<file path="config.mk">
export PLATFORM = sky130hd
export DESIGN_NAME = hqm_rcfwl_gclk_pde_seq_ctrl_flat
export DESIGN_NICKNAME = d
export VERILOG_FILES = /design/src/rtl/hqm_rcfwl_gclk_pde_seq_pkg.sv /design/src/rtl/hqm_rcfwl_gclk_pde_seq_ctrl_if.sv /design/src/rtl/hqm_rcfwl_gclk_pde_dncnt.sv /design/src/rtl/hqm_rcfwl_gclk_pde_seq_ctrl.sv /design/src/flat_wrapper.sv
export SDC_FILE = /design/constraint.sdc
export NUM_CORES = 1
export LEC_CHECK = 0
export CAP_MARGIN = 20
export CORE_MARGIN = 4
export CORE_UTILIZATION = 54
export CTS_CLUSTER_DIAMETER = 60
export DETAILED_ROUTE_END_ITERATION = 8
export PLACE_DENSITY_LB_ADDON = 0.15
export RECOVER_POWER = 50
export REMOVE_ABC_BUFFERS = 1
export SKIP_CTS_REPAIR_TIMING = 1
export SLEW_MARGIN = 20
export SYNTH_ARGS = -nofsm -noshare
export SYNTH_HDL_FRONTEND = slang
export SYNTH_SLANG_ARGS = --single-unit
</file>
<file path="constraint.sdc">
create_clock -name clk -period 7.75 [get_ports clk]
set_input_delay 1.1625 -clock clk [delete_from_list [all_inputs] [get_ports clk]]
set_output_delay 1.1625 -clock clk [all_outputs]
set_load 0.02 [all_outputs]
</file>
<file path="src/rtl/hqm_rcfwl_gclk_pde_seq_pkg.sv">
// Shared types and helpers for the PDE clock-tap enable sequencer.
package hqm_rcfwl_gclk_pde_seq_pkg;

  typedef enum logic [1:0] {
    ST_IDLE      = 2'd0,
    ST_WAIT_SYNC = 2'd1,
    ST_STEP      = 2'd2,
    ST_SETTLE    = 2'd3
  } seq_state_e;

  localparam int DEF_NUM_TAP     = 4;
  localparam int DEF_STAGGER_CYC = 8;
  localparam int DEF_SYNC_TMO    = 255;
  localparam int DEF_CNT_W       = 8;
  localparam int MAX_TAP         = 16;

  // Index of the lowest set bit; 0 when no bit is set.
  function automatic logic [3:0] lsb_idx(input logic [MAX_TAP-1:0] v);
    logic [3:0] idx;
    idx = '0;
    for (int i = MAX_TAP - 1; i >= 0; i--) begin
      if (v[i]) idx = 4'(i);
    end
    return idx;
  endfunction

endpackage

</file>
<file path="src/rtl/hqm_rcfwl_gclk_pde_seq_ctrl_if.sv">
// Request/enable/ack bundle between the tap sequencer and its requester.
interface hqm_rcfwl_gclk_pde_seq_ctrl_if
  import hqm_rcfwl_gclk_pde_seq_pkg::*;
#(
  parameter int NUM_TAP = DEF_NUM_TAP
);
  logic               pll_sync_in;
  logic [NUM_TAP-1:0] tap_req;
  logic [NUM_TAP-1:0] tap_en;
  logic [NUM_TAP-1:0] tap_ack;
  logic               busy;
  logic               sync_tmo_err;
  logic               err_clr;

  modport master (
    output pll_sync_in, tap_req, err_clr,
    input  tap_en, tap_ack, busy, sync_tmo_err
  );

  modport slave (
    input  pll_sync_in, tap_req, err_clr,
    output tap_en, tap_ack, busy, sync_tmo_err
  );
endinterface

</file>
<file path="src/rtl/hqm_rcfwl_gclk_pde_dncnt.sv">
// Shared load/increment/decrement counter with zero and compare-match flags.
module hqm_rcfwl_gclk_pde_dncnt
  import hqm_rcfwl_gclk_pde_seq_pkg::*;
#(
  parameter int CNT_W = DEF_CNT_W
) (
  input  logic             clk,
  input  logic             rst_b,
  input  logic             i_load,
  input  logic [CNT_W-1:0] i_load_val,
  input  logic             i_inc,
  input  logic             i_dec,
  input  logic [CNT_W-1:0] i_match_val,
  output logic             o_zero,
  output logic             o_match
);
  logic [CNT_W-1:0] r_cnt;

  always_ff @(posedge clk or negedge rst_b) begin
    if (!rst_b) begin
      r_cnt <= '0;
    end else if (i_load) begin
      r_cnt <= i_load_val;
    end else if (i_inc) begin
      r_cnt <= r_cnt + CNT_W'(1);
    end else if (i_dec) begin
      r_cnt <= r_cnt - CNT_W'(1);
    end
  end

  assign o_zero  = (r_cnt == '0);
  assign o_match = (r_cnt == i_match_val);
endmodule

</file>
<file path="src/rtl/hqm_rcfwl_gclk_pde_seq_ctrl.sv">
// Sequences PDE clock-tap enables one tap at a time after pll_sync, with a settle
// stagger between taps and a level req/ack handshake per tap.
module hqm_rcfwl_gclk_pde_seq_ctrl
  import hqm_rcfwl_gclk_pde_seq_pkg::*;
#(
  parameter int NUM_TAP     = DEF_NUM_TAP,
  parameter int STAGGER_CYC = DEF_STAGGER_CYC,
  parameter int SYNC_TMO    = DEF_SYNC_TMO,
  parameter int CNT_W       = DEF_CNT_W
) (
  input logic                          clk,
  input logic                          rst_b,
  hqm_rcfwl_gclk_pde_seq_ctrl_if.slave bus
);
  localparam int               IDX_W    = (NUM_TAP > 1) ? $clog2(NUM_TAP) : 1;
  localparam logic [CNT_W-1:0] STG_LOAD = CNT_W'(STAGGER_CYC - 1);
  localparam logic [CNT_W-1:0] TMO_LAST = CNT_W'(SYNC_TMO - 1);

  seq_state_e         r_state;
  logic [NUM_TAP-1:0] r_target;
  logic [NUM_TAP-1:0] r_tap_en;
  logic [NUM_TAP-1:0] r_tap_ack;
  logic [IDX_W-1:0]   r_idx;
  logic               r_busy;
  logic               r_err;

  logic [NUM_TAP-1:0] w_diff;
  logic               w_found;
  logic               w_start;
  logic [IDX_W-1:0]   w_idx;
  logic               w_cnt_load;
  logic [CNT_W-1:0]   w_cnt_load_val;
  logic               w_cnt_inc;
  logic               w_cnt_dec;
  logic               w_cnt_zero;
  logic               w_cnt_match;

  assign w_diff  = r_target ^ r_tap_en;
  assign w_found = |w_diff;
  assign w_idx   = IDX_W'(lsb_idx(MAX_TAP'(w_diff)));
  assign w_start = (bus.tap_req != r_tap_ack);

  // One counter serves both the sync timeout (counting up) and the stagger (counting down).
  always_comb begin
    w_cnt_load     = 1'b0;
    w_cnt_load_val = '0;
    w_cnt_inc      = 1'b0;
    w_cnt_dec      = 1'b0;
    case (r_state)
      ST_IDLE:      w_cnt_load = w_start;
      ST_WAIT_SYNC: w_cnt_inc  = !bus.pll_sync_in && !w_cnt_match;
      ST_STEP: begin
        w_cnt_load     = w_found;
        w_cnt_load_val = STG_LOAD;
      end
      ST_SETTLE:    w_cnt_dec  = !w_cnt_zero;
      default:      ;
    endcase
  end

  hqm_rcfwl_gclk_pde_dncnt #(.CNT_W(CNT_W)) u_cnt (
    .clk         (clk),
    .rst_b       (rst_b),
    .i_load      (w_cnt_load),
    .i_load_val  (w_cnt_load_val),
    .i_inc       (w_cnt_inc),
    .i_dec       (w_cnt_dec),
    .i_match_val (TMO_LAST),
    .o_zero      (w_cnt_zero),
    .o_match     (w_cnt_match)
  );

  always_ff @(posedge clk or negedge rst_b) begin
    if (!rst_b) begin
      r_state   <= ST_IDLE;
      r_target  <= '0;
      r_tap_en  <= '0;
      r_tap_ack <= '0;
      r_idx     <= '0;
      r_busy    <= 1'b0;
      r_err     <= 1'b0;
    end else begin
      if (bus.err_clr) r_err <= 1'b0;
      case (r_state)
        ST_IDLE: begin
          if (w_start) begin
            r_target <= bus.tap_req;
            r_busy   <= 1'b1;
            r_state  <= ST_WAIT_SYNC;
          end
        end
        ST_WAIT_SYNC: begin
          if (bus.pll_sync_in) begin
            r_state <= ST_STEP;
          end else if (w_cnt_match) begin
            r_err   <= 1'b1;
            r_state <= ST_STEP;
          end
        end
        ST_STEP: begin
          if (w_found) begin
            r_tap_en[w_idx] <= r_target[w_idx];
            r_idx           <= w_idx;
            r_state         <= ST_SETTLE;
          end else begin
            r_busy  <= 1'b0;
            r_state <= ST_IDLE;
          end
        end
        ST_SETTLE: begin
          if (w_cnt_zero) begin
            r_tap_ack[r_idx] <= r_tap_en[r_idx];
            r_state          <= ST_STEP;
          end
        end
        default: r_state <= ST_IDLE;
      endcase
    end
  end

  assign bus.tap_en       = r_tap_en;
  assign bus.tap_ack      = r_tap_ack;
  assign bus.busy         = r_busy;
  assign bus.sync_tmo_err = r_err;
endmodule

</file>
<file path="src/flat_wrapper.sv">
// flat-port wrapper written by rule: the top's interface ports become plain ports
module hqm_rcfwl_gclk_pde_seq_ctrl_flat import hqm_rcfwl_gclk_pde_seq_pkg::*;
#(
  parameter int NUM_TAP     = DEF_NUM_TAP,
  parameter int STAGGER_CYC = DEF_STAGGER_CYC,
  parameter int SYNC_TMO    = DEF_SYNC_TMO,
  parameter int CNT_W       = DEF_CNT_W
)
  (clk, rst_b, bus_pll_sync_in, bus_tap_req, bus_err_clr, bus_tap_en, bus_tap_ack, bus_busy, bus_sync_tmo_err);
  hqm_rcfwl_gclk_pde_seq_ctrl_if #(.NUM_TAP(NUM_TAP)) bus_i ();
  input logic clk;
  input logic rst_b;
  input wire logic [$bits(bus_i.pll_sync_in)-1:0] bus_pll_sync_in;
  input wire logic [$bits(bus_i.tap_req)-1:0] bus_tap_req;
  input wire logic [$bits(bus_i.err_clr)-1:0] bus_err_clr;
  output wire logic [$bits(bus_i.tap_en)-1:0] bus_tap_en;
  output wire logic [$bits(bus_i.tap_ack)-1:0] bus_tap_ack;
  output wire logic [$bits(bus_i.busy)-1:0] bus_busy;
  output wire logic [$bits(bus_i.sync_tmo_err)-1:0] bus_sync_tmo_err;
  assign bus_i.pll_sync_in = bus_pll_sync_in;
  assign bus_i.tap_req = bus_tap_req;
  assign bus_i.err_clr = bus_err_clr;
  assign bus_tap_en = bus_i.tap_en;
  assign bus_tap_ack = bus_i.tap_ack;
  assign bus_busy = bus_i.busy;
  assign bus_sync_tmo_err = bus_i.sync_tmo_err;
  hqm_rcfwl_gclk_pde_seq_ctrl #(.NUM_TAP(NUM_TAP), .STAGGER_CYC(STAGGER_CYC), .SYNC_TMO(SYNC_TMO), .CNT_W(CNT_W)) u_core (.clk(clk), .rst_b(rst_b), .bus(bus_i));
endmodule
</file>
# [Word-level counts from Yosys, hierarchy flattened]
# Cells that the tools add are included.
[classes] n_addsub=2 order_cmp=4 n_eq_ne=9 mux=34 bitwise_logic=1 n_reduce_logical=16
[op_table] cell="$mux W8" count=3
[op_table] cell="$mux W2" count=9
[op_table] cell="$mux W1" count=12
[op_table] cell="$add A8 B1 Y8 const B" count=1
[op_table] cell="$bwmux W4" count=2
[op_table] cell="$eq A8 B8 Y1 const B" count=1
[op_table] cell="$logic_not A8 Y1" count=1
[op_table] cell="$pmux W2 S4" count=1
[op_table] cell="$sub A8 B1 Y8 const B" count=1
[op_table] cell="$lt A2 B3 Y1 const B" count=2
[op_table] cell="$reduce_and A2 Y1" count=3
[op_table] cell="$reduce_and A3 Y1" count=2
[op_table] cell="$bmux W1 S2" count=2
[op_table] cell="$demux W1 S2" count=2
[op_table] cell="$eq A2 B2 Y1 const B" count=2
[op_table] cell="$ge A2 B1 Y1 const B" count=2
[op_table] cell="$ne A2 B1 Y1 const B" count=2
[op_table] cell="$ne A4 B4 Y1" count=1
[op_table] cell="$pmux W1 S2" count=2
[op_table] cell="$reduce_or A4 Y1" count=1
[op_table] cell="$xor A4 B4 Y4" count=1
[op_table] cell="$logic_and A1 B1 Y1" count=3
[op_table] cell="$logic_not A1 Y1" count=3
[op_table] cell="$mux W3" count=1
[op_table] cell="other kinds (6)" count=6
[totals] ff_bits=26 input_bits=8 output_inout_bits=10 wordCells=74

# [Logic depth before layout (Yosys ltp)]
# Gate-level depths: netlist of the first run.
[depth] ltp_word=10 depth_mapped=9 depth_no_buf=9

# [By module]
# A second synthesis of the first run with hierarchy kept.
[unflattened] cells_unflattened=193 hier_area_um2=1805.5
[modules_own_cells] mod="hqm_rcfwl_gclk_pde_seq_ctrl" instances=1 cells_each=103 area_each_um2=1022.2 seq_area_each_um2=450.4
[modules_own_cells] mod="hqm_rcfwl_gclk_pde_dncnt" instances=1 cells_each=90 area_each_um2=783.3 seq_area_each_um2=200.2

# [Worst setup path before layout of the first run]
# No wires, ideal clock.
[synth_path] kind="input port to flip-flop" from="in bus_pll_sync_in" to="reg u_core.u_cnt.r_cnt[7]" setup_time_ns=0.079 t_arrival_ns=3.085 required_time_ns=7.671 path_slack_ns=4.586 path_stages=9 path_buffers=0 cell_sequence="or3b_1 a21oi_2 inv_1 ha_1 o211a_1 o21ai_0 a32oi_1 mux2i_1 mux2i_1"
[synth_between] elab_chain_cells=5 elab_cells_between_ends=6 cone_classes="3 x mux; 3 x reduce/logical"
[synth_lines] item="start, declared" line="flat_wrapper.sv:13" source="input wire logic [$bits(bus_i.pll_sync_in)-1:0] bus_pll_sync_in;"
[synth_lines] item="$logic_not A1 Y1 (*)" line="hqm_rcfwl_gclk_pde_seq_ctrl.sv:51" source="ST_WAIT_SYNC: w_cnt_inc = !bus.pll_sync_in && !w_cnt_match;"
[synth_lines] item="$logic_and A1 B1 Y1 (*)" line="hqm_rcfwl_gclk_pde_seq_ctrl.sv:51"
[synth_lines] item="$mux W1 (*)" line="hqm_rcfwl_gclk_pde_seq_ctrl.sv:49" source="case (r_state)"
[synth_lines] item="$mux W8" line="hqm_rcfwl_gclk_pde_dncnt.sv:24" source="end else if (i_inc) begin"
[synth_lines] item="$mux W8" line="hqm_rcfwl_gclk_pde_dncnt.sv:22" source="end else if (i_load) begin"
[synth_lines] item="end signal, assigned" line="hqm_rcfwl_gclk_pde_dncnt.sv:23" source="r_cnt <= i_load_val;"
[synth_lines] item="end signal, assigned" line="hqm_rcfwl_gclk_pde_dncnt.sv:25" source="r_cnt <= r_cnt + CNT_W'(1);"
[synth_lines] item="end signal, assigned" line="hqm_rcfwl_gclk_pde_dncnt.sv:27" source="r_cnt <= r_cnt - CNT_W'(1);"
[synth_lines] item="end, declared" line="hqm_rcfwl_gclk_pde_dncnt.sv:17" source="logic [CNT_W-1:0] r_cnt;"
# Every way passes the cells marked *; elsewhere a longest branch is shown, timed or not.
# A chain may end at the register's enable or synchronous reset.

# [Worst setup path in the final report of the first run]
# Ends and elaborated chain as after synthesis.

==> results of run 1 <==
==> final cells by class <==
| cell class | instances | share of cell area, % |
|---|---|---|
| timing repair buffer | 18 | 9.49 |
| sequential | 26 | 36.0 |
| clock buffer | 4 | 2.01 |
| inverter | 10 | 2.08 |
| multi-input combinational | 116 | 48.2 |
| tap | 31 | 2.15 |
==> per-stage QoR <==
stage	utilization, %	hold WS [ps]	power, mW
2_1_floorplan	-	479	0.598
3_3_place_gp	64.4	487	0.704
5_1_grt	65.5	544	0.857
4_1_cts	65.5	519	0.791
3_5_place_dp	64.2	489	0.719
6_report	65.5	513	0.788
==> critical path: stages <==
cell,delay (ps)
dlygate4sd3_1,540
or3b_1,390
a21oi_2,200
inv_1,180
ha_1,400
o211a_1,180
o21ai_0,110
a32oi_1,240
mux2i_1,240
mux2i_1,210
==> final timing paths <==
path / end / from / slack (ps)
worst min register to register: u_core.bus.busy$_DFFE_PN0P_ / u_core.bus.busy$_DFFE_PN0P_ / 510
max in group asynchronous: u_core.u_cnt.r_cnt[6]$_DFFE_PN0P_ / rst_b / 5870
worst max-delay path: u_core.u_cnt.r_cnt[7]$_DFFE_PN0P_ / bus_pll_sync_in / 4140
min in group asynchronous: u_core.bus.tap_en[1]$_DFFE_PN0P_ / rst_b / 1110
worst min-delay path: u_core.bus.busy$_DFFE_PN0P_ / u_core.bus.busy$_DFFE_PN0P_ / 510
worst max register to register: u_core.u_cnt.r_cnt[7]$_DFFE_PN0P_ / u_core.r_state[1]$_DFFE_PN0P_ / 5030
==> routing by layer <==
metal / up-vias / wire length [µm] / track usage, %
met5: - / 0 / 0
met4: 0 / 61 / 5.76
met3: 6 / 164 / 4.96
met2: 39 / 1400 / 28.7
met1: 596 / 1530 / 25.0
li1: 595 / - / -
==> report_power, final <==
| part | switching [mW] | internal, mW | total, mW |
|---|---|---|---|
| Combinational | 0.246 | 0.206 | 0.452 |
| Clock | 0.0382 | 0.0287 | 0.0669 |
| Sequential | 0.0746 | 0.195 | 0.269 |
| Total | 0.359 | 0.430 | 0.788 |
==> cell usage in the layout (no fill, tap or decap), types with 2 or more instances in the layout <==
cell and n:
nand2_1 12, inv_1 10, xnor2_1 4, nand4_1 2, o21ai_0 7, mux2i_1 2
clkbuf_4 3, nor2b_1 2, dfrtp_1 26, nor4_2 2, nand3_1 7, clkdlybuf4s50_1 15
a21oi_1 9, xor2_1 10, nor3_1 4, o211ai_1 2, o211a_1 2, nor2_1 8
o22ai_1 5, mux2_2 10, ha_1 6
==> logic make-up (layout without fill, tap and decap cells) <==
logic type | after synthesis | count (layout) | share of synthesized area (%)
AOI/OAI and AO/OA | 37 | 37 | 16.3
xor gates and xnor gates | 14 | 14 | 7.85
adders and majority gates | 8 | 8 | 6.73
buffers and inverters | 12 | 32 | 3.05
DFF | 26 | 26 | 41.7
muxes | 13 | 13 | 9.46
and+or+nand+nor | 44 | 44 | 15.0
==> state kept, by name, indices dropped and copies added, names as in the netlist <==
name	cells
u_core.bus.tap_en	4
u_core.r_idx	2
u_core.bus.tap_ack	4
u_core.bus.sync_tmo_err	1
u_core.bus.busy	1
u_core.r_state	2
u_core.r_target	4
u_core.u_cnt.r_cnt	8
==> cells in the mapped netlist <==
cell	count
a211oi_1	1
maj3_1	1
o311ai_0	1
o31ai_1	1
nand4_1	2
o211ai_1	2
o21ai_4	1
o31a_1	1
a21o_1	1
dfrtp_1	26
nor2_1	8
and4_1	1
mux2i_1	2
o211a_1	2
a21oi_2	1
a22o_1	1
nand3_1	7
or2_2	1
nand2_1	12
o21ai_0	7
o41ai_1	1
fa_1	1
ha_1	6
and4b_2	1
or3b_1	1
nand2b_1	1
nor2b_1	2
xnor2_1	4
nor4_2	2
buf_2	2
xor2_1	10
nor3_1	4
or3_1	1
o21bai_1	1
a32oi_1	1
mux2_2	10
a21oi_1	9
mux2_4	1
nor2_2	1
inv_1	10
o22ai_1	5
a21o_2	1
==> metrics.yaml, run 1 <==
cts:
  clk_latency_ps: 310
  numCtsBuffers: 3
  cts_num_sinks: 26
  htreeDepth: 1
  cts_root_buf: "clkbuf_4"
  clockBufferDepth: 2
  path_clk_slew_ps: 130
  cts_tree: "built"
floorplanning:
  ios: 18
  floorplan.initialDensity_pct: 56.6
  coreArea_um2: 2760
  dieWidth_um: 61.8
  rows: 19
  fp.dieH_um: 61.8
  die_area_um2: 3820
sta:
  timing.fmax_mhz: 277
  relSlewSlack_pct: 11.4
  period_share_pct: 46.5
  final_hold_viol_count: 0
  max_slew.worst_pin.slew_ps: 1330
  finalSetupTns_ps: 0
  drv_slew: 0
  rsz0062_at_grt: "no"
  setup_viol: 0
  fin_ws_ps: 4140
  layout_min_cycle_time_ps: 3610
  fin_worst_skew_ps: 1.62
pwr:
  ir_drop_mv: 0.325
  powerDensity_nw_per_um2: 436
  leakage_nw: 0.779
global_route:
  grt_max_degree: 27
  grt_overflow: 0
  grt_pass1_vias: 1183
  antenna_found_initial: 0
  grt_usage_pct: 18.4
  grt_pass1_wl_mm: 5.22
placed_design:
  placed_cell_area_um2: 1770
  dp_hpwl_mm: 2.41
  portBuffers: 17
  place_inst: 201
  gp_congestion: 0.815
  pre_cts_ws_ps: 3960
setup_path:
  critPathKind: "primary input to register"
  critical_path_required_ps: 8000
  crit_path_max_fanout: 7
  rr_worst_depth: 9
  arrival_ps: 3850
  critPathCaptureType: "register"
  startpoint_type: "primary input"
final_layout:
  n_fill_cell: 225
  drive_above_1_share_pct: 14.4
  final_cells: 205
  seq_area_um2: 651
  multiInputGateArea_um2: 871
  area_delta_synth_final_pct: 15.6
  stdcell_area_um2: 1810
  nets: 190
  diodes: 0
hold_path:
  hold_path_class: "register to register"
  hold_depth: 2
logic_synthesis:
  synth.largest_area_cell: "dfrtp_1"
  yosys_warnings: 0
  netlist_top_cells_area: "dfrtp_1 (42%), mux2_2 (7.2%), xor2_1 (5.6%)"
  syn_inst: 154
  ys_types: 42
  synth_seq_cells: 26
  synth-seq-area-share_pct: 41.7
  syn_area_um2: 1560
  synth_top_area_share_pct: 41.7
  avgSynthCellArea_um2: 10.1
route:
  ant_nets: 0
  first_pass_iters: 4
  drtIter0Drc: 57
  vias_per_cell: 6.03
  avgRoutedWirePerCell_um: 15.4
  routed_wl_mm: 3.15
  vias: 1236
  drc_errors: 0
job:
  drv_cap: 0
status:
  status: "completed"
Note: power is estimated with default switching activity, not from simulation.
==> run 2: changes to the inputs <==
==> constraint.sdc (replaced) <==
create_clock -name clk -period 3.45 [get_ports clk]
set_input_delay 0.5175 -clock clk [delete_from_list [all_inputs] [get_ports clk]]
set_output_delay 0.5175 -clock clk [all_outputs]
set_load 0.02 [all_outputs]
==> metrics.yaml, run 2 (synthesis results as in run 1) <==
route:
  avgRoutedWirePerCell_um: 15.9
  vias: 1225
  drtIter0Drc: 42
  drc_errors: 0
  ant_nets: 0
  first_pass_iters: 4
  vias_per_cell: 5.95
  routed_wl_mm: 3.27
sta:
  finalSetupTns_ps: 0
  relSlewSlack_pct: 9.13
  setup_viol: 0
  rsz0062_at_grt: "no"
  final_hold_viol_count: 0
  drv_slew: 0
  layout_min_cycle_time_ps: 2960
  period_share_pct: 85.9
  fin_worst_skew_ps: 9.39
  timing.fmax_mhz: 337
  max_slew.worst_pin.slew_ps: 1360
placed_design:
  place_inst: 202
  dp_hpwl_mm: 2.45
  portBuffers: 17
  gp_congestion: 0.803
pwr:
  powerDensity_nw_per_um2: 1000
  leakage_nw: 0.791
  ir_drop_mv: 0.718
setup_path:
  critPathLaunch: "bus_pll_sync_in"
  startpoint_type: "primary input"
  worst_r2r_endpoint: "u_core.u_cnt.r_cnt[7]$_DFFE_PN0P_"
  critPathKind: "primary input to register"
  crit_path_max_fanout: 7
  critPathCaptureType: "register"
  r2r_start: "u_core.r_state[1]$_DFFE_PN0P_"
  critical_path_required_ps: 3710
  rr_worst_depth: 9
  r2r_setup_slack_ps: 700
  crit_path_end: "u_core.u_cnt.r_cnt[7]$_DFFE_PN0P_"
  arrival_ps: 3230
floorplanning:
  rows: 19
  fp.dieH_um: 61.8
  ios: 18
  dieWidth_um: 61.8
  floorplan.initialDensity_pct: 56.6
  die_area_um2: 3820
  coreArea_um2: 2760
cts:
  htreeDepth: 1
  numCtsBuffers: 3
  cts_tree: "built"
  clockBufferDepth: 2
  cts_num_sinks: 26
  clk_latency_ps: 330
  cts_root_buf: "clkbuf_4"
  path_clk_slew_ps: 150
final_layout:
  final_common_cell: "dfrtp_1"
  top_register: "u_core.u_cnt.r_cnt"
  final_cells: 206
  largest_reg_flops: 8
  diodes: 0
  area_delta_synth_final_pct: 17.3
  nets: 191
  drive_above_1_share_pct: 14.3
  layout_common_cells: "dfrtp_1 (26), clkdlybuf4s50_1 (15), nand2_1 (12)"
global_route:
  grt_max_degree: 27
  grt_usage_pct: 20.3
  grt_pass1_wl_mm: 5.68
  grt_overflow: 0
  antenna_found_initial: 0
  grt_pass1_vias: 1235
hold_path:
  hold_path_class: "register to register"
job:
  drv_cap: 0
status:
  status: "completed"
## run 2: changes by cell type in the layout (fill, tap and decap cells not counted)
cell / previous run / this run
bufinv_16: 0 / 1
dlygate4sd3_1: 1 / 2
clkbuf_8: 1 / 0
## run 2: routing by layer
metal	GRT usage, %	wire, µm	up-vias
met2	33.5	1500	28
met3	3.51	134	5
met5	0	0	-
li1	-	-	600
met4	6.36	43	0
met1	27.4	1590	592
## run 2: area by class of cell
type	instances	area, µm²
Multi-Input combinational cell	116	871
Clock buffer	3	22.5
Clock inverter	1	30.0
Timing Repair Buffer	19	181
Sequential cell	26	651
Inverter	10	37.5
Tap cell	31	38.8
Fill cell	218	926
## run 2: where the power goes
part           switching [mW]  internal (mW)
Combinational           0.553          0.466
Sequential              0.170          0.437
Clock                  0.0937          0.118
## run 2: worst min-delay path by stage
stage                                     start                          end  slack (ps)  cells past startpoint
floorplan                                 rst_b  u_core.bus.busy$_DFFE_PN0P_         220                      0
global placement    u_core.bus.busy$_DFFE_PN0P_  u_core.bus.busy$_DFFE_PN0P_         490                      2
detailed placement  u_core.bus.busy$_DFFE_PN0P_  u_core.bus.busy$_DFFE_PN0P_         510                      2
CTS                 u_core.bus.busy$_DFFE_PN0P_  u_core.bus.busy$_DFFE_PN0P_         540                      2
global route        u_core.bus.busy$_DFFE_PN0P_  u_core.bus.busy$_DFFE_PN0P_         550                      2
finish              u_core.bus.busy$_DFFE_PN0P_  u_core.bus.busy$_DFFE_PN0P_         550                      2
## run 2: critical path, stage by stage
cell and delay, ps:
dlygate4sd3_1 530, or3b_1 380, a21oi_2 200, inv_1 180, ha_1 410, o211a_1 170, o21ai_0 110, a32oi_1 250
mux2i_1 260, mux2i_1 220
## run 2: metrics by stage
stage / hold slack [ps] / power (mW) / setup WS (ps) / utilization, % / area (µm²)
after global placement: 488 / 1.58 / 393 / 64.7 / 1780
after detailed placement: 510 / 1.62 / 290 / 64.7 / 1780
after CTS: 542 / 1.84 / 643 / 66.6 / 1840
final: 546 / 1.84 / 486 / 66.4 / 1830
after global routing: 552 / 2.00 / 277 / 66.4 / 1830
after floorplan: 222 / 1.34 / 929 / - / 1550
